==> src/rtl/sc_juntador_pkg.sv <==
// Shared definitions for the nibble-to-byte assembler.
// Latency: n/a (types and constants only).
// Backpressure: n/a.
package sc_juntador_pkg;

    localparam int NIBBLE_W = 4;
    localparam int COUNT_W  = 8;

    // Assembly state: waiting for the low nibble, waiting for the high
    // nibble, or holding a completed byte for the downstream.
    typedef enum logic [1:0] {
        LOW  = 2'b00,
        HIGH = 2'b01,
        FULL = 2'b10
    } state_t;

endpackage

==> src/rtl/sc_juntador_counter.sv <==
// Wrapping event counter, advances by one on each enabled edge.
// Latency: count reflects an enabled edge immediately after that edge.
// Backpressure: none; enable is sampled every cycle.
//
// Ports: clk / rst_n (async active-low), en (count this edge),
//        count (current value, wraps from all-ones to zero).
module sc_juntador_counter
    import sc_juntador_pkg::*;
#(
    parameter int WIDTH = COUNT_W
) (
    input  logic             clk,
    input  logic             rst_n,
    input  logic             en,
    output logic [WIDTH-1:0] count
);

    always_ff @(posedge clk or negedge rst_n) begin
        if (!rst_n) begin
            count <= '0;
        end else if (en) begin
            count <= count + WIDTH'(1);
        end
    end

endmodule

==> src/rtl/sc_juntador.sv <==
// Joins two 4-bit nibbles (low first) into one byte and counts delivered bytes.
// Latency: byte valid one cycle after the high-nibble transfer.
// Backpressure: nibble ready drops while a byte is held and downstream is not ready.
//
// Ports:
//   SC_JUNTADOR_CLOCK_50       clock, rising edge
//   SC_JUNTADOR_RESET_InLow    async active-low reset
//   SC_JUNTADOR_clear_InLow    sync active-low clear (drops partial/held byte)
//   SC_JUNTADOR_data_InBUS     nibble in, qualified by data_InValid
//   SC_JUNTADOR_data_OutReady  block accepts a nibble this cycle
//   SC_JUNTADOR_data_OutBUS    assembled byte, qualified by data_OutValid
//   SC_JUNTADOR_data_InReady   downstream accepts the byte this cycle
//   SC_JUNTADOR_count_OutBUS   number of bytes delivered, wraps at 256
module sc_juntador
    import sc_juntador_pkg::*;
#(
    // Only 8 is supported: the byte is exactly two nibbles.
    parameter int DATAWIDTH = 8
) (
    input  logic                 SC_JUNTADOR_CLOCK_50,
    input  logic                 SC_JUNTADOR_RESET_InLow,
    input  logic                 SC_JUNTADOR_clear_InLow,
    input  logic [NIBBLE_W-1:0]  SC_JUNTADOR_data_InBUS,
    input  logic                 SC_JUNTADOR_data_InValid,
    output logic                 SC_JUNTADOR_data_OutReady,
    output logic [DATAWIDTH-1:0] SC_JUNTADOR_data_OutBUS,
    output logic                 SC_JUNTADOR_data_OutValid,
    input  logic                 SC_JUNTADOR_data_InReady,
    output logic [COUNT_W-1:0]   SC_JUNTADOR_count_OutBUS
);

    state_t              state;
    logic [NIBBLE_W-1:0] low_nib;
    logic [DATAWIDTH-1:0] byte_dat;
    logic                byte_vld;
    // Held low through reset so ready stays low until the first edge after release.
    logic                run_en;

    logic nib_xfer;
    logic byte_xfer;

    // Ready passes downstream ready straight through while a byte is held, so
    // a new low nibble can enter on the same edge the held byte leaves.
    assign SC_JUNTADOR_data_OutReady = run_en
                                     & SC_JUNTADOR_clear_InLow
                                     & ((state != FULL) | SC_JUNTADOR_data_InReady);

    assign nib_xfer  = SC_JUNTADOR_data_InValid & SC_JUNTADOR_data_OutReady;
    // Clear wins over a simultaneous byte handoff, so the byte is neither
    // delivered nor counted on a clear edge.
    assign byte_xfer = byte_vld & SC_JUNTADOR_data_InReady & SC_JUNTADOR_clear_InLow;

    assign SC_JUNTADOR_data_OutBUS   = byte_dat;
    assign SC_JUNTADOR_data_OutValid = byte_vld;

    always_ff @(posedge SC_JUNTADOR_CLOCK_50 or negedge SC_JUNTADOR_RESET_InLow) begin
        if (!SC_JUNTADOR_RESET_InLow) begin
            state    <= LOW;
            low_nib  <= '0;
            byte_dat <= '0;
            byte_vld <= 1'b0;
            run_en   <= 1'b0;
        end else begin
            run_en <= 1'b1;
            if (!SC_JUNTADOR_clear_InLow) begin
                state    <= LOW;
                low_nib  <= '0;
                byte_dat <= '0;
                byte_vld <= 1'b0;
            end else begin
                case (state)
                    LOW: begin
                        if (nib_xfer) begin
                            low_nib <= SC_JUNTADOR_data_InBUS;
                            state   <= HIGH;
                        end
                    end
                    HIGH: begin
                        if (nib_xfer) begin
                            byte_dat <= {SC_JUNTADOR_data_InBUS, low_nib};
                            byte_vld <= 1'b1;
                            state    <= FULL;
                        end
                    end
                    FULL: begin
                        // A nibble can only be accepted here when the byte is
                        // also leaving, so nib_xfer implies byte_xfer.
                        if (byte_xfer) begin
                            byte_vld <= 1'b0;
                            if (nib_xfer) begin
                                low_nib <= SC_JUNTADOR_data_InBUS;
                                state   <= HIGH;
                            end else begin
                                state <= LOW;
                            end
                        end
                    end
                    default: begin
                        state    <= LOW;
                        byte_vld <= 1'b0;
                    end
                endcase
            end
        end
    end

    sc_juntador_counter #(
        .WIDTH (COUNT_W)
    ) u_counter (
        .clk   (SC_JUNTADOR_CLOCK_50),
        .rst_n (SC_JUNTADOR_RESET_InLow),
        .en    (byte_xfer),
        .count (SC_JUNTADOR_count_OutBUS)
    );

endmodule

==> config.mk <==
export PLATFORM = sky130hd
export DESIGN_NAME = sc_juntador
export DESIGN_NICKNAME = d
export VERILOG_FILES = /design/src/rtl/sc_juntador_pkg.sv /design/src/rtl/sc_juntador_counter.sv /design/src/rtl/sc_juntador.sv
export SDC_FILE = /design/constraint.sdc
export NUM_CORES = 1
export LEC_CHECK = 0
export ABC_AREA = 0
export BUFFER_PORTS_ARGS = -buffer_cell sky130_fd_sc_hd__buf_2
export CORE_MARGIN = 2
export CORE_UTILIZATION = 54
export CTS_BUF_LIST = sky130_fd_sc_hd__clkbuf_8
export CTS_CLUSTER_SIZE = 30
export DETAILED_ROUTE_END_ITERATION = 16
export PLACE_DENSITY_LB_ADDON = 0.1
export SLEW_MARGIN = 15
export SYNTH_ARGS = -nofsm -noshare
export SYNTH_HDL_FRONTEND = slang
export SYNTH_SLANG_ARGS = --single-unit
==> constraint.sdc <==
create_clock -name SC_JUNTADOR_CLOCK_50 -period 1.5 [get_ports SC_JUNTADOR_CLOCK_50]
set_clock_uncertainty 0.15 [all_clocks]
set_input_delay 0 -clock SC_JUNTADOR_CLOCK_50 [delete_from_list [all_inputs] [get_ports SC_JUNTADOR_CLOCK_50]]
set_output_delay 0 -clock SC_JUNTADOR_CLOCK_50 [all_outputs]
set_load 0.005 [all_outputs]
==> results.yml, run 1 <==
run_status:
  status: "finished clean"
detailed_routing:
  ant_nets: 0
  via_count: 813
  totalWireLength_mm: 1.95
  via_per_inst: 4.99
  drtIter0Drc: 16
  drcViolationCount: 0
  post_drt_wl_per_cell_um: 12.0
  drt_pass1_iterations: 4
clocking:
  clk_pin_slew_ps: 80
  cts_tree: "built"
  cts-htree-levels: 1
  clk-insertion-delay-late_ps: 260
  max-clock-path-buffers: 2
  cts_buffers: 3
  clock-root-buffer: "clkbuf_8"
  cts.sinks: 24
sta:
  rsz0062_at_grt: "false"
  setup_tns_ps: 0
  finalCritPeriodShare: 0.943
  worst_pin_slew_ps: 514
  max_freq_mhz: 707
  final-setup-viol-count: 0
  finalWorstSetupSlack_ps: 84.9
  slew_headroom: 0.657
  hold_violations: 0
  min_period_ps: 1420
  slew_viol_final: 0
yosys:
  synth_edf_count: 0
  ys_seq_area_frac: 0.559
  yosysMostFrequentCell: "dfrtp_1"
  synth_commonest_cells: "dfrtp_1 (24), nand2_1 (18), o21ai_0 (9), nand3_1 (7), xnor2_1 (5)"
  syn-instance-count: 98
  ys_seq_elements: 24
  syn_nets: 108
  yosys.area.top_type: "dfrtp_1"
  syn-cell-area_sq_mm: 0.00107
  synth_area_leaders: "dfrtp_1 (56%), nand2_1 (6.3%), o21ai_0 (4.2%)"
  yosysWarnings: 0
  synthArstFlopShare: 1.00
  synthFlopType: "dfrtp_1"
  postSynthAreaPerCell_sq_um: 11.0
  yosys.area.top_type_share: 0.559
  ys_types: 29
job:
  maxCapViolCount: 0
global_route:
  grt_use_total: 0.183
  grt_pass1_wl_mm: 3.35
  grt_pass1_vias: 773
  antenna_found_initial: 0
  grt_max_degree: 25
  grt_overflow_total: 0
setup_path:
  path_cells: "nand3_4 > nor3b_4 > buf_4 > o21ai_0"
  cp.arrival_ps: 1410
  worstPathRequired_ps: 1490
  crit_family: "simple AND/OR/NAND/NOR gates"
  cpMaxStageDelayCell: "dfrtp_1"
  end_kind: "flip-flop"
  cp-start-kind: "flip-flop"
  max_stage_delay_ps: 410
  crit_buf_inv: 1
  path_class: "flip-flop to flip-flop"
  crit_path_max_fanout: 9
floorplan:
  dieArea_sq_mm: 0.00236
  core-area_sq_mm: 0.00192
  ios: 27
  placementRows: 16
  die_w_um: 48.6
  die_y_um: 48.6
  initial_core_util: 0.559
finish:
  multi_input_area_sq_um: 437
  final_area_sq_mm: 0.00136
  fill_cells: 153
  fin_util: 0.707
  nets: 148
  drive_above_1_share: 0.301
  diodes: 0
  syn_to_final_growth_pct: 26.4
  regArea_sq_um: 601
min_path:
  worstHoldPathType: "primary input to flip-flop"
power_and_ir_drop:
  power_density_mw_per_mm2: 885
  peakVddDrop_mv: 0.568
  p_leak_uw: 0.000684
placement:
  io_buffers: 26
  gp_congestion: 0.741
  place_area_sq_mm: 0.00125
  hpwlAfterDp_mm: 1.36
  dpl_worst_slack_ps: 63.0
[flip-flops by register name (all words and copies together) (netlist names)]
signal,flops
state,2
u_counter.count,8
SC_JUNTADOR_data_OutValid,1
run_en,1
low_nib,4
SC_JUNTADOR_data_OutBUS,8
[worst register-to-register path, cell delays in order, from the launching register on]
cell and delay (ps):
dfrtp_1 410, nand3_4 90, nor3b_4 340, buf_4 220, o21ai_0 100
[per-layer routing]
layer,GRT usage,part of all wire,routed length (um)
met2,0.299,0.48,945
met1,0.245,0.46,893
met3,0.0278,0.045,88
met4,0.0714,0.011,22
met5,0,0,0
[cell usage in the layout (no fill, tap or decap), types with 2 or more instances in the layout]
cell,Yosys,routed
clkbuf_8,0,3
xnor2_1,5,5
nand4_1,2,2
mux2i_1,3,3
nand2_1,18,18
o21ai_0,9,9
nand3_1,7,7
dfrtp_1,24,24
xor2_1,2,2
buf_4,1,7
and3_1,3,3
buf_2,0,26
nor2b_1,4,4
nor2_1,2,2
dlygate4sd3_1,0,6
[cell type report]
type,instances,area share
Inverter,1,0.00276
Clock buffer,3,0.0304
Tap cell,27,0.0249
Multi-Input combinational cell,69,0.321
Timing Repair Buffer,39,0.179
Sequential cell,24,0.442
[metrics by stage]
stage | hold slack (ps) | total power (uW) | instances
6_report | 43.8 | 1200 | 163
5_1_grt | 49.3 | 1260 | 163
4_1_cts | 31.0 | 1210 | 162
3_5_place_dp | -146 | 841 | 153
3_3_place_gp | -150 | 834 | 153
2_1_floorplan | -446 | 774 | 98
[power breakdown]
group	switching (uW)	total (uW)	internal (uW)	leakage [uW]
sequential	27.2	703	676	0.000329
combinational	66.5	134	67.7	0.000334
clock	186	366	179	0.0000216
[cells by family after synthesis]
| family | Yosys count | share of synthesized area |
|---|---|---|
| multiplexers | 4 | 0.0384 |
| XOR/XNOR | 7 | 0.0570 |
| other | 1 | 0.00349 |
| flip-flops | 24 | 0.559 |
| AO/OA/AOI/OAI | 15 | 0.0838 |
| adder cells (fa/ha/maj) | 1 | 0.0116 |
| AND/OR/NAND/NOR | 41 | 0.212 |
| buffers and inverters | 5 | 0.0349 |
[repair_timing]
| item | 4_1_cts | 5_1_grt |
|---|---|---|
| gates resized for setup | 0 | 0 |
| buffers inserted | 0 | 1 |
| endpoints found under the hold margin | 34 | 0 |
| setup endpoints to repair | 0 | 3 |
| hold buffers | 6 | 0 |
[worst paths after layout]
kind | startpoint | end | slack (ps) | cells past startpoint
setup / recovery | run_en | SC_JUNTADOR_data_OutBUS[1] | 80 | 4
max in group asynchronous | SC_JUNTADOR_RESET_InLow | run_en | 760 | 2
hold reg to reg | u_counter.count[7] | u_counter.count[7] | 320 | 1
min in group asynchronous | SC_JUNTADOR_RESET_InLow | u_counter.count[5] | 90 | 2
setup reg to reg | run_en | SC_JUNTADOR_data_OutBUS[1] | 80 | 4
hold / removal | SC_JUNTADOR_data_InValid | state[1] | 40 | 4
Note: power is estimated with default switching activity, not from simulation.
==> inputs of run 2 (changes only) <==
BUFFER_PORTS_ARGS = unset   (was -buffer_cell sky130_fd_sc_hd__buf_2)
CORE_UTILIZATION = 60   (was 54)
DONT_BUFFER_PORTS = 1   (was unset)
==> results.yml, run 2 (synthesis results as in run 1) <==
detailed_routing:
  drt_pass1_iterations: 4
  ant_nets: 0
  drtIter0Drc: 12
  post_drt_wl_per_cell_um: 13.7
  totalWireLength_mm: 1.96
  via_count: 775
  via_per_inst: 5.42
  drcViolationCount: 0
min_path:
  worstHoldPathType: "primary input to flip-flop"
  hold_path_depth: 1
placement:
  gp_congestion: 0.711
  place_area_sq_mm: 0.00110
  io_buffers: 0
  dpl.cell_count: 123
  hpwlAfterDp_mm: 1.27
setup_path:
  rr_worst_depth: 4
  cp.arrival_ps: 1420
  path_class: "flip-flop to flip-flop"
  crit_path_max_fanout: 5
  cp-start-kind: "flip-flop"
  end_kind: "flip-flop"
  worstPathRequired_ps: 1510
power_and_ir_drop:
  power_density_mw_per_mm2: 945
  peakVddDrop_mv: 0.782
  p_leak_uw: 0.000564
clocking:
  cts_buffers: 3
  post-cts-setup-buffer-count: 0
  clock-root-buffer: "clkbuf_8"
  cts.sinks: 24
  clk-insertion-delay-late_ps: 260
  cts_tree: "built"
  max-clock-path-buffers: 2
  cts-htree-levels: 1
  clk_pin_slew_ps: 80
sta:
  max_freq_mhz: 707
  finalCritPeriodShare: 0.942
  slew_headroom: 0.652
  worst_pin_slew_ps: 521
  setup_tns_ps: 0
  hold_violations: 9
  final-setup-viol-count: 0
  min_period_ps: 1410
  slew_viol_final: 0
  rsz0062_at_grt: "true"
  hold_slack_ps: -302
floorplan:
  placementRows: 15
  die_w_um: 46.3
  die_y_um: 46.3
  initial_core_util: 0.629
  core-area_sq_mm: 0.00171
  dieArea_sq_mm: 0.00215
  ios: 27
run_status:
  violations: "hold timing"
  status: "finished with violations"
global_route:
  grt_overflow_total: 0
  grt_pass1_wl_mm: 3.19
  grt_use_total: 0.218
  antenna_found_initial: 0
  grt_max_degree: 25
  grt_pass1_vias: 723
finish:
  layout_common_cells: "dfrtp_1 (24), nand2_1 (18), dlygate4sd3_1 (15), o21ai_0 (9), nand3_1 (7)"
  syn_to_final_growth_pct: 22.6
  layout_commonest_cell: "dfrtp_1"
  nets: 129
  final_area_sq_mm: 0.00132
  drive_above_1_share: 0.127
  diodes: 0
  instances_no_fill: 143
job:
  maxCapViolCount: 0
## run 2: changes by cell type in the layout (fill, tap and decap cells not counted), sizes merged
cell         delta
clkbuf          +1
dlygate4sd3     +9
buf            -28
## run 2: layer usage
metal / up-vias / track usage / routed length, um
met2: 20 / 0.339 / 929
met1: 375 / 0.275 / 899
met5: - / 0 / 0
li1: 375 / - / -
met4: 0 / 0.120 / 46
met3: 5 / 0.0588 / 86
## run 2: path summary, 6_finish.rpt
kind	from	to	slack, ps
max	SC_JUNTADOR_data_OutValid	u_counter.count[5]	90
min	SC_JUNTADOR_clear_InLow	state[0]	-300
max reg2reg	SC_JUNTADOR_data_OutValid	u_counter.count[5]	90
min reg2reg	u_counter.count[7]	u_counter.count[7]	350
max in group asynchronous	SC_JUNTADOR_RESET_InLow	u_counter.count[3]	760
min in group asynchronous	SC_JUNTADOR_RESET_InLow	SC_JUNTADOR_data_OutValid	90
## run 2: area by class of cell
type / instances / area (sq um)
flip-flops and latches: 24 / 601
multi-input cells: 69 / 438
fillers: 121 / 390
repair buffers: 20 / 189
clock buffers: 4 / 55.1
well taps: 25 / 31.3
inverters: 1 / 3.75
## run 2: what timing repair did
| item | 4_1_cts | 5_1_grt |
|---|---|---|
| hold buffers | 15 | 1 |
| setup endpoints to repair | 0 | 3 |
| endpoints found under the hold margin | 41 | 33 |
| gates resized for setup | 0 | 2 |
## run 2: through the flow
stage / utilization / hold WS [ps] / power (uW) / setup slack (ps)
2_1_floorplan: - / -446 / 774 / 117
3_3_place_gp: 0.645 / -445 / 784 / 94.1
3_5_place_dp: 0.645 / -445 / 789 / 69.5
4_1_cts: 0.766 / -310 / 1250 / 50.7
5_1_grt: 0.771 / -312 / 1290 / -6.10
6_report: 0.771 / -302 / 1250 / 86.3
## run 2: worst max-delay path, cell delays in order (launching register included)
cell	delay [ps]
dfrtp_1	420
and3_2	250
and4_4	250
nand3_1	100
xnor2_1	130
## run 2: report_power, final
| group | switching, uW | leakage, uW | total, uW | internal (uW) |
|---|---|---|---|---|
| Combinational | 47.1 | 0.000206 | 97.5 | 50.4 |
| Clock | 201 | 0.0000288 | 435 | 234 |
| Sequential | 37.4 | 0.000329 | 713 | 676 |
==> inputs of run 3 (changes only) <==
==> constraint.sdc (replaced) <==
create_clock -name SC_JUNTADOR_CLOCK_50 -period 1.5 [get_ports SC_JUNTADOR_CLOCK_50]
set_clock_uncertainty 0.15 [all_clocks]
set_input_delay 0.075 -clock SC_JUNTADOR_CLOCK_50 [delete_from_list [all_inputs] [get_ports SC_JUNTADOR_CLOCK_50]]
set_output_delay 0.075 -clock SC_JUNTADOR_CLOCK_50 [all_outputs]
set_load 0.005 [all_outputs]
==> results.yml, run 3 (synthesis results as in run 1) <==
placement:
  gp_congestion: 0.711
  hpwlAfterDp_mm: 1.27
  dpl_worst_slack_ps: 69.5
  dpl.cell_count: 123
  io_buffers: 0
  place_area_sq_mm: 0.00110
sta:
  min_period_ps: 1420
  rsz0062_at_grt: "true"
  slew_viol_final: 0
  max_freq_mhz: 705
  hold_slack_ps: -230
  hold_violations: 7
  final-setup-viol-count: 0
  worst_pin_slew_ps: 522
  slew_headroom: 0.652
  finalCritPeriodShare: 0.946
  finalWorstSetupSlack_ps: 81.7
power_and_ir_drop:
  total_power_uw: 1250
  peakVddDrop_mv: 0.784
  power_density_mw_per_mm2: 946
  p_leak_uw: 0.000564
clocking:
  cts-htree-levels: 1
  cts_buffers: 3
  cts.sinks: 24
  cts_tree: "built"
  clk_pin_slew_ps: 80
  max-clock-path-buffers: 2
  clk-insertion-delay-late_ps: 260
  clock-root-buffer: "clkbuf_8"
floorplan:
  ios: 27
  placementRows: 15
  die_w_um: 46.3
  initial_core_util: 0.629
  core-area_sq_mm: 0.00171
  dieArea_sq_mm: 0.00215
  die_y_um: 46.3
global_route:
  grt_use_total: 0.219
  grt_pass1_vias: 726
  antenna_found_initial: 0
  grt_max_degree: 25
  grt_overflow_total: 0
  grt_pass1_wl_mm: 3.21
setup_path:
  cp.arrival_ps: 1430
  cp-start-kind: "flip-flop"
  end_kind: "flip-flop"
  worstPathRequired_ps: 1510
  crit_path_max_fanout: 5
  path_class: "flip-flop to flip-flop"
detailed_routing:
  post_drt_wl_per_cell_um: 13.9
  via_count: 783
  ant_nets: 0
  drt_pass1_iterations: 4
  drtIter0Drc: 12
  totalWireLength_mm: 1.98
  via_per_inst: 5.48
  drcViolationCount: 0
job:
  maxCapViolCount: 0
finish:
  nets: 129
  drive_above_1_share: 0.127
  instances_no_fill: 143
  diodes: 0
  final_area_sq_mm: 0.00132
  fill_cells: 121
  layout_common_cells: "dfrtp_1 (24), nand2_1 (18), dlygate4sd3_1 (15), o21ai_0 (9), nand3_1 (7)"
  layout_commonest_cell: "dfrtp_1"
  syn_to_final_growth_pct: 22.6
min_path:
  worstHoldPathType: "primary input to flip-flop"
run_status:
  status: "finished with violations"
  violations: "hold timing"
run 3: cell counts in the layout (fill, tap and decap cells not counted):
No cell type changed its count.
run 3: final cells by class:
type	instances	area (sq um)	area share
repair buffers	20	189	0.143
clock buffers	4	55.1	0.0418
well taps	25	31.3	0.0237
multi-input cells	69	438	0.332
inverters	1	3.75	0.00285
flip-flops and latches	24	601	0.456
run 3: routing by layer:
layer  wire [um]  vias up  GRT usage
met3          93        5     0.0588
li1            -      373          -
met5           0        -          0
met1         909      383      0.277
met4          46        0      0.120
met2         932       22      0.339
run 3: critical path, stage by stage (launching register included):
cell and delay (ps):
dfrtp_1 430, and3_2 260, and4_4 250, nand3_1 100
xnor2_1 130
run 3: what timing repair did:
item	in CTS	in global routing
buffers inserted	0	0
hold buffers	15	1
setup endpoints to repair	0	3
hold endpoints to repair	40	31
resized for setup	0	2
run 3: path summary, 6_finish.rpt:
path | start | to | slack [ps] | cells after the start
max reg2reg | SC_JUNTADOR_data_OutValid | u_counter.count[5] | 80 | 4
max in group asynchronous | SC_JUNTADOR_RESET_InLow | u_counter.count[3] | 690 | 2
min reg2reg | u_counter.count[7] | u_counter.count[7] | 350 | 1
min in group asynchronous | SC_JUNTADOR_RESET_InLow | SC_JUNTADOR_data_OutValid | 170 | 2
min | SC_JUNTADOR_clear_InLow | state[0] | -230 | 1
max | SC_JUNTADOR_data_OutValid | u_counter.count[5] | 80 | 4
run 3: power breakdown:
| part | internal [uW] | switching [uW] | leakage, uW |
|---|---|---|---|
| clock | 234 | 202 | 0.0000288 |
| combinational | 50.4 | 46.8 | 0.000206 |
| sequential | 676 | 37.2 | 0.000329 |
| total | 961 | 286 | 0.000564 |
run 3: through the flow:
stage	util	setup TNS, ps	hold WS (ps)
finish	0.771	0	-230
global route	0.771	-6.10	-237
CTS	0.766	0	-235
detailed placement	0.645	0	-370
global placement	0.645	0	-370
floorplan	-	0	-371
